**config.mk**
```make
export PLATFORM = sky130hd
export DESIGN_NAME = rapids_fetch_flat
export DESIGN_NICKNAME = d
export VERILOG_FILES = /design/src/rtl/rapids_fetch_if.sv /design/src/rtl/rapids_fetch.sv /design/src/flat_wrapper.sv
export SDC_FILE = /design/constraint.sdc
export NUM_CORES = 1
export LEC_CHECK = 0
export BUFFER_PORTS_ARGS = -buffer_cell sky130_fd_sc_hd__buf_2
export CORE_MARGIN = 2
export CORE_UTILIZATION = 55
export CTS_BUF_LIST = sky130_fd_sc_hd__clkbuf_4 sky130_fd_sc_hd__clkbuf_8
export DETAILED_ROUTE_END_ITERATION = 16
export GPL_TIMING_DRIVEN = 0
export PLACE_DENSITY_LB_ADDON = 0.25
export SLEW_MARGIN = 20
export SYNTH_ARGS = -nofsm -noshare
export SYNTH_HDL_FRONTEND = slang
export SYNTH_SLANG_ARGS = --single-unit
```
**constraint.sdc**
```tcl
create_clock -name clk -period 9.69 [get_ports clk]
set_input_delay 1.938 -clock clk [delete_from_list [all_inputs] [get_ports clk]]
set_output_delay 1.938 -clock clk [all_outputs]
set_load 0.005 [all_outputs]
```
**src/rtl/rapids_fetch_if.sv**
```systemverilog
// Fetch-stage bus bundle: single-word read channel to the mmu and the
// valid/ready instruction channel toward decode.
interface rapids_fetch_if #(
  parameter int ADDR_W = 16,
  parameter int DATA_W = 32
);
  logic              mem_req;
  logic [ADDR_W-1:0] mem_addr;
  logic              mem_ack;
  logic [DATA_W-1:0] mem_rdata;
  logic              inst_valid;
  logic [DATA_W-1:0] inst;
  logic [ADDR_W-1:0] inst_pc;
  logic              inst_ready;

  modport master (
    output mem_req, mem_addr, inst_valid, inst, inst_pc,
    input  mem_ack, mem_rdata, inst_ready
  );

  modport slave (
    input  mem_req, mem_addr, inst_valid, inst, inst_pc,
    output mem_ack, mem_rdata, inst_ready
  );
endinterface

```
**src/rtl/rapids_fetch.sv**
```systemverilog
// Instruction fetch stage: owns the PC, issues one read at a time to the mmu
// and buffers returned words in a 2-entry queue in front of decode.
//
//   state  | meaning
//   IDLE   | out of reset, no fetches issued until go
//   RUN    | fetching; a new read issues whenever a queue slot is free
//   HALTED | no new reads; in-flight read completes, queue keeps draining
module rapids_fetch #(
  parameter int                ADDR_W   = 16,
  parameter int                DATA_W   = 32,
  parameter logic [ADDR_W-1:0] RESET_PC = '0
) (
  input  logic              clk,
  input  logic              reset,
  input  logic              go,
  input  logic              halt,
  input  logic              redirect,
  input  logic [ADDR_W-1:0] redirect_pc,
  output logic              running,
  output logic [ADDR_W-1:0] pc,
  rapids_fetch_if.master    bus
);

  typedef enum logic [1:0] {IDLE, RUN, HALTED} state_t;

  state_t            state, state_nxt;
  logic              req_q;
  logic [ADDR_W-1:0] addr_q;
  logic [ADDR_W-1:0] pc_q;
  logic              drop;
  logic [DATA_W-1:0] q_data [2];
  logic [ADDR_W-1:0] q_pc   [2];
  logic              rd_ptr, wr_ptr;
  logic [1:0]        count;
  logic              valid, ack, push, pop, issue;

  // req_q doubles as the outstanding flag; acks with no request are ignored
  assign ack   = req_q && bus.mem_ack;
  assign push  = ack && !drop && !redirect;
  assign valid = (count != 2'd0);
  assign pop   = valid && bus.inst_ready && !redirect;

  always_ff @(posedge clk) begin
    if (reset) state <= IDLE;
    else       state <= state_nxt;
  end

  always_comb begin
    state_nxt = state;
    case (state)
      IDLE:    if (go) state_nxt = halt ? HALTED : RUN;
      RUN:     if (halt) state_nxt = HALTED;
      HALTED:  if (go && !halt) state_nxt = RUN;
      default: state_nxt = IDLE;
    endcase
  end

  // The in-flight read already owns a queue slot, so it counts against space
  always_comb begin
    running = (state == RUN);
    issue   = (state == RUN) && !redirect && (!req_q || ack) &&
              ((count + {1'b0, req_q}) < 2'd2);
  end

  always_ff @(posedge clk) begin
    if (reset) begin
      req_q  <= 1'b0;
      addr_q <= '0;
      pc_q   <= RESET_PC;
      drop   <= 1'b0;
    end else begin
      if (issue) begin
        req_q  <= 1'b1;
        addr_q <= pc_q;
      end else if (ack) begin
        req_q  <= 1'b0;
      end

      if (redirect)   pc_q <= redirect_pc;
      else if (issue) pc_q <= pc_q + ADDR_W'(1);

      if (ack)                   drop <= 1'b0;
      else if (redirect && req_q) drop <= 1'b1;
    end
  end

  always_ff @(posedge clk) begin
    if (reset || redirect) begin
      rd_ptr <= 1'b0;
      wr_ptr <= 1'b0;
      count  <= 2'd0;
    end else begin
      if (push) wr_ptr <= ~wr_ptr;
      if (pop)  rd_ptr <= ~rd_ptr;
      case ({push, pop})
        2'b10:   count <= count + 2'd1;
        2'b01:   count <= count - 2'd1;
        default: count <= count;
      endcase
    end
  end

  always_ff @(posedge clk) begin
    if (push) begin
      q_data[wr_ptr] <= bus.mem_rdata;
      q_pc[wr_ptr]   <= addr_q;
    end
  end

  assign bus.mem_req    = req_q;
  assign bus.mem_addr   = addr_q;
  assign bus.inst_valid = valid;
  assign bus.inst       = valid ? q_data[rd_ptr] : '0;
  assign bus.inst_pc    = valid ? q_pc[rd_ptr] : '0;
  assign pc             = pc_q;

endmodule
```
**src/flat_wrapper.sv**
```systemverilog
// flat-port wrapper written by rule: the top's interface ports become plain ports
module rapids_fetch_flat 
#(
  parameter int                ADDR_W   = 16,
  parameter int                DATA_W   = 32,
  parameter logic [ADDR_W-1:0] RESET_PC = '0
)
  (clk, reset, go, halt, redirect, redirect_pc, running, pc, bus_mem_req, bus_mem_addr, bus_inst_valid, bus_inst, bus_inst_pc, bus_mem_ack, bus_mem_rdata, bus_inst_ready);
  rapids_fetch_if #(.ADDR_W(ADDR_W), .DATA_W(DATA_W)) bus_i ();
  input  logic clk;
  input  logic reset;
  input  logic go;
  input  logic halt;
  input  logic redirect;
  input  logic [ADDR_W-1:0] redirect_pc;
  output logic running;
  output logic [ADDR_W-1:0] pc;
  output wire logic [$bits(bus_i.mem_req)-1:0] bus_mem_req;
  output wire logic [$bits(bus_i.mem_addr)-1:0] bus_mem_addr;
  output wire logic [$bits(bus_i.inst_valid)-1:0] bus_inst_valid;
  output wire logic [$bits(bus_i.inst)-1:0] bus_inst;
  output wire logic [$bits(bus_i.inst_pc)-1:0] bus_inst_pc;
  input wire logic [$bits(bus_i.mem_ack)-1:0] bus_mem_ack;
  input wire logic [$bits(bus_i.mem_rdata)-1:0] bus_mem_rdata;
  input wire logic [$bits(bus_i.inst_ready)-1:0] bus_inst_ready;
  assign bus_mem_req = bus_i.mem_req;
  assign bus_mem_addr = bus_i.mem_addr;
  assign bus_inst_valid = bus_i.inst_valid;
  assign bus_inst = bus_i.inst;
  assign bus_inst_pc = bus_i.inst_pc;
  assign bus_i.mem_ack = bus_mem_ack;
  assign bus_i.mem_rdata = bus_mem_rdata;
  assign bus_i.inst_ready = bus_inst_ready;
  rapids_fetch #(.ADDR_W(ADDR_W), .DATA_W(DATA_W), .RESET_PC(RESET_PC)) u_core (.clk(clk), .reset(reset), .go(go), .halt(halt), .redirect(redirect), .redirect_pc(redirect_pc), .running(running), .pc(pc), .bus(bus_i));
endmodule
```
* Word level (Yosys, flattened, before mapping) *
Memories as Yosys holds them, arrays and structs flattened. A register that Yosys moved wholly into a read port is not among the register bits.
Index checks and enable logic that the tools add are counted.

cells by class
  multiplexer cells = 18
  equality and inequality tests = 7
  add/sub/neg operators = 4
  bitwise operators = 2
  reductions and logical operators = 23
  $lt $le $gt $ge = 1

operator list
  operator               count
  $mux 16                3
  $mux 32                1
  $add 16x1->16 const B  1
  $logic_and 1x1->1      10
  $mux 1                 8
  $mux 2                 4
  $reduce_bool 2->1      4
  $pmux 2 s3             1
  $eq 2x1->1 const B     2
  $eq 2x2->1 const B     2
  $logic_not 1->1        4
  $ne 2x2->1 const B     2
  $pmux 2 s2             1
  $reduce_and 3->1       1
  $add 2x1->2            1
  $add 2x1->2 const B    1
  $logic_not 2->1        1
  $logic_or 1x1->1       2
  $lt 2x2->1 const B     1
  $ne 2x1->1 const B     1
  $not 1->1              2
  $reduce_or 2->1        1
  $sub 2x1->2 const B    1

word-level totals
  memory bits (writable) = 96
  bits in registers = 40
  memories = 2
  output and inout port bits = 83
  logic and storage cells = 65

memory list
  memory         depth  width  read ports  clocked after Yosys merged registers in  wr ports  line                RTL
  u_core.q_data  2      32     1           1                                        1         rapids_fetch.sv:31  logic [DATA_W-1:0] q_data [2];
  u_core.q_pc    2      16     1           1                                        1         rapids_fetch.sv:32  logic [ADDR_W-1:0] q_pc [2];

* Logic depth before layout (Yosys ltp) *
  depth after elaboration = 6
  depth in mapped cells = 8
  depth with buffers taken out = 8

* Worst setup path after synthesis *
No wires, ideal clock.

  path type = input -> register
  start point = input port redirect
  end point = memory u_core.q_data[0][0] (enable)
  required time = 9.236 ns
  arrival = 4.537 ns
  slack = 4.700 ns
  buffers on the path = 1
  stages on the path = 4
  library setup time = 0.454 ns
  cells stage by stage = clkbuf_1 > nor3_1 > inv_1 > nor2_1

between the ends
  word-level cells in the longest chain between the ends = 4

ends and longest elaborated chain
  what                          line                 RTL
  from (decl)                   flat_wrapper.sv:14   input logic redirect;
  $logic_not 1->1               rapids_fetch.sv:39   assign push = ack && !drop && !redirect;
  $logic_and 1x1->1             rapids_fetch.sv:39
  $mux 1                        rapids_fetch.sv:104  if (push) begin
  $mux 1 (implied by the code)  rapids_fetch.sv:105  q_data[wr_ptr] <= bus.mem_rdata;
  to (decl)                     rapids_fetch.sv:31

No other way between the ends.

* Final worst setup path *
  start point = register u_core.count[0]
  end point = output port bus_inst[19]

between the ends
  word-level cells in the longest chain between the ends = 2

ends and longest elaborated chain
  what                    line                 RTL
  from (decl)             rapids_fetch.sv:34   logic [1:0] count;
  from (signal assigned)  rapids_fetch.sv:96   2'b10: count <= count + 2'd1;
  from (signal assigned)  rapids_fetch.sv:97   2'b01: count <= count - 2'd1;
  from (signal assigned)  rapids_fetch.sv:98   default: count <= count;
  $reduce_bool 2->1       rapids_fetch.sv:40   assign valid = (count != 2'd0);
  $mux 32                 rapids_fetch.sv:113  assign bus.inst = valid ? q_data[rd_ptr] : '0;
  to (decl)               flat_wrapper.sv:21   output wire logic [$bits(bus_i.inst)-1:0] bus_inst;

No other way between the ends.

==> flow_summary.ini <==
[clock_tree]
clk_path_buf_depth = 2
post_cts_resize_count = 0
clock_latency_ps = 430
cts_sinks = 137
clock_tree.htree_level_count = 4
clkTransAtPathRegs_ps = 80
cts.repair_timing.setup_buffer_count = 0
tritoncts_buffer_count = 17
postCtsHoldBufs = 0
root_buffer = clkbuf_8
cts_tree = done

[critical_path]
path_common_cell = nor2_1
criticalPathCategory = reg -> out
critical_path_buf_inv_count = 3
worst_r2r_path_depth = 6
path_cells = nor2_1 > clkbuf_1 > buf_1 > nor2_1 > buf_2
critical_path.startpoint_type = flip-flop
critical_path_depth = 5
slowest_delay_ps = 480
cp_max_fo = 10
critPathRequiredTime_ps = 7750
timing.critical_path.arrival_ps = 2270
timing.critical_path.to_type = output pin
slowest_stage = clkbuf_1
critical_path.reg2reg.endpoint = u_core.q_data[0][25]$_DFFE_PP_
critPathTopFamily = buffers and inverters
worst-r2r-setup-slack_ps = 7580
crit-reg2reg-launch = u_core.bus.mem_req$_SDFFE_PP0P_

[yosys]
avg_cell_area_syn_sq_um = 13.1
netlist_instances = 419
leading_area_contributor_after_synthesis = edfxtp_1
synth-seq-cells = 137
yosys_most_used_dff = edfxtp_1
post_synthesis_cell_type_count = 42
edff_count_synth = 96
cell_with_the_most_instances_after_synthesis = edfxtp_1
synth.yosys.seq_area_share = 0.675
synth_largest_type_area_fraction = 0.525
syn-num-nets = 476
ys_top_cells_by_count = 96 x edfxtp_1, 82 x nor2_1, 64 x mux2i_1
postSynth.asyncResetShare = 0
synth_area_sq_um = 5490
synth_warnings = 0
synth_area_leaders = edfxtp_1 53%, dfxtp_1 15%, mux2i_1 12%

[final_layout]
syn_to_final_growth_pct = 25.5
final_nets = 635
final_layout_size_suffix_gt1_frac = 0.311
postLayoutCellArea_sq_um = 6890
insertedDiodeCount = 0

[power_and_ir_drop]
p_switching_mw = 0.247
share_seq_of_total_power = 0.542
power.clock.fraction = 0.418
power.total_mw = 1.18
p_int_mw = 0.933
p_leak_nw = 2.70
powerDensity_nw_per_um2 = 171
p_comb_frac = 0.039
power.share.switching = 0.209
irDropWorstVdd_mv = 0.0870

[timing]
layout_min_cycle_time_ps = 4200
fmaxAchievable_mhz = 238
rsz0062_at_grt = no
timing_hold_violations_final = 0
slew-limit-headroom = 0.493
skew_ps = 14.4
setup_total_negative_slack_ps = 0
slew_violations = 0
post-route-period-util = 0.434
tightest_slew_ps = 761
finalSetupViolCount = 0

[run]
timing.max_cap.violations = 0

[route]
postRouteWirelength_um = 11700
route.detailed.wl_per_inst_um = 16.2
detailedRoute.firstPassIterationCount = 4
ant_nets = 0
post-route-drc-count = 0
detail_route.iter0.violations = 171
viasPerCell = 5.33
detailroute.via_count = 3857

[global_routing]
globalRoute.totalOverflow = 0
grt_first_pass_wirelength_um = 18800
first_global_vias = 3752
grt_antenna_before_repair = 0
grt_util_all_layers = 0.225
grt_start_max_net_pins = 19

[hold_path]
min_path_type = reg -> reg
min_path_cells = 1
hold_end = u_core.state[1]$_SDFFE_PP0P_
holdCritStartpoint = u_core.state[1]$_SDFFE_PP0P_

[placement]
placed_instance_area_sq_um = 6450
portBuffers = 136
globalplace.congestion = 0.886
post-dp-hpwl_um = 8420

[floorplan]
die-height_um = 104
core_sq_um = 9730
std_cell_rows = 36
die_w_um = 104
initial_core_utilization = 0.564
fp.dieArea_sq_um = 10800
ioPinCount = 138

[run_status]
outcome = finished clean
[cells by family (layout without fill, tap and decap cells)]
kind of cell | count (synthesis) | in the layout | share of synthesized area
muxes | 64 | 64 | 0.117
and+or+nand+nor | 132 | 132 | 0.109
adders and majority gates | 2 | 2 | 0.00456
xor gates and xnor gates | 5 | 5 | 0.00798
DFF | 137 | 137 | 0.675
AOI/OAI and AO/OA | 47 | 47 | 0.0618
buffers and inverters | 32 | 204 | 0.0246
[stage by stage]
stage,instances,util,hold slack (ps),setup WS [ps]
global placement,688,0.651,459,3440
detailed placement,692,0.663,466,5720
finish,724,0.708,483,5490
CTS,724,0.708,485,5430
floorplan,419,-,446,4700
global route,724,0.708,511,5280
[power by group through the flow]
stage,clock network (mW),logic (mW),registers (mW)
6_report,0.494,0.0465,0.640
5_1_grt,0.533,0.0515,0.641
4_1_cts,0.505,0.0467,0.639
3_5_place_dp,0,0.0464,0.653
3_3_place_gp,0,0.0442,0.652
2_1_floorplan,0,0.0208,0.651
[cell usage in the layout, fill, tap and decap left out, types with 4 or more instances in the layout]
cell type	instances
clkbuf_8	17
edfxtp_1	96
o31ai_1	5
buf_2	142
and3_1	4
nand4_1	4
or3_1	6
mux2i_1	64
or4_1	5
clkinvlp_4	4
a311oi_1	10
nand2_1	11
clkbuf_1	16
dfxtp_1	41
nand3_1	4
bufinv_16	4
o21ai_0	9
inv_1	6
nor2_1	81
a21oi_1	6
buf_16	4
[final cells by class]
type | count | area (sq um)
clock buffer | 17 | 234
clock inverter | 15 | 200
inverter | 7 | 26.3
tap | 133 | 166
buffer | 25 | 109
sequential | 137 | 3700
timing repair buffer | 140 | 791
multi-input combinational | 250 | 1660
fill | 759 | 2840
[metal layers]
metal,global-route usage,vias to the layer above,share of wire
met5,0,-,0
met4,0.0820,0,0.0083
met3,0.0721,8,0.067
met2,0.370,128,0.51
met1,0.280,1850,0.41
li1,-,1871,-
[state kept, by name (all words and copies together), names as in the netlist, named ones only]
| name | flops |
|---|---|
| u_core.q_data | 64 |
| u_core.rd_ptr | 1 |
| u_core.pc | 16 |
| u_core.bus.mem_req | 1 |
| u_core.bus.mem_addr | 16 |
| u_core.state | 2 |
| u_core.drop | 1 |
| u_core.q_pc | 32 |
| u_core.count | 2 |
| u_core.wr_ptr | 1 |
[how the worst max path moves through the flow]
stage / startpoint / end / slack, ps
6_report: u_core.count[0]$_SDFFE_PP0P_ / bus_inst[19] / 5490
5_1_grt: u_core.count[0]$_SDFFE_PP0P_ / bus_inst[16] / 5280
4_1_cts: u_core.count[0]$_SDFFE_PP0P_ / bus_inst[19] / 5430
3_5_place_dp: redirect / u_core.q_data[0][20]$_DFFE_PP_ / 5720
3_3_place_gp: redirect / u_core.q_data[0][20]$_DFFE_PP_ / 3440
2_1_floorplan: redirect / u_core.q_data[0][0]$_DFFE_PP_ / 4700
Power figures use the tool's default switching activity.
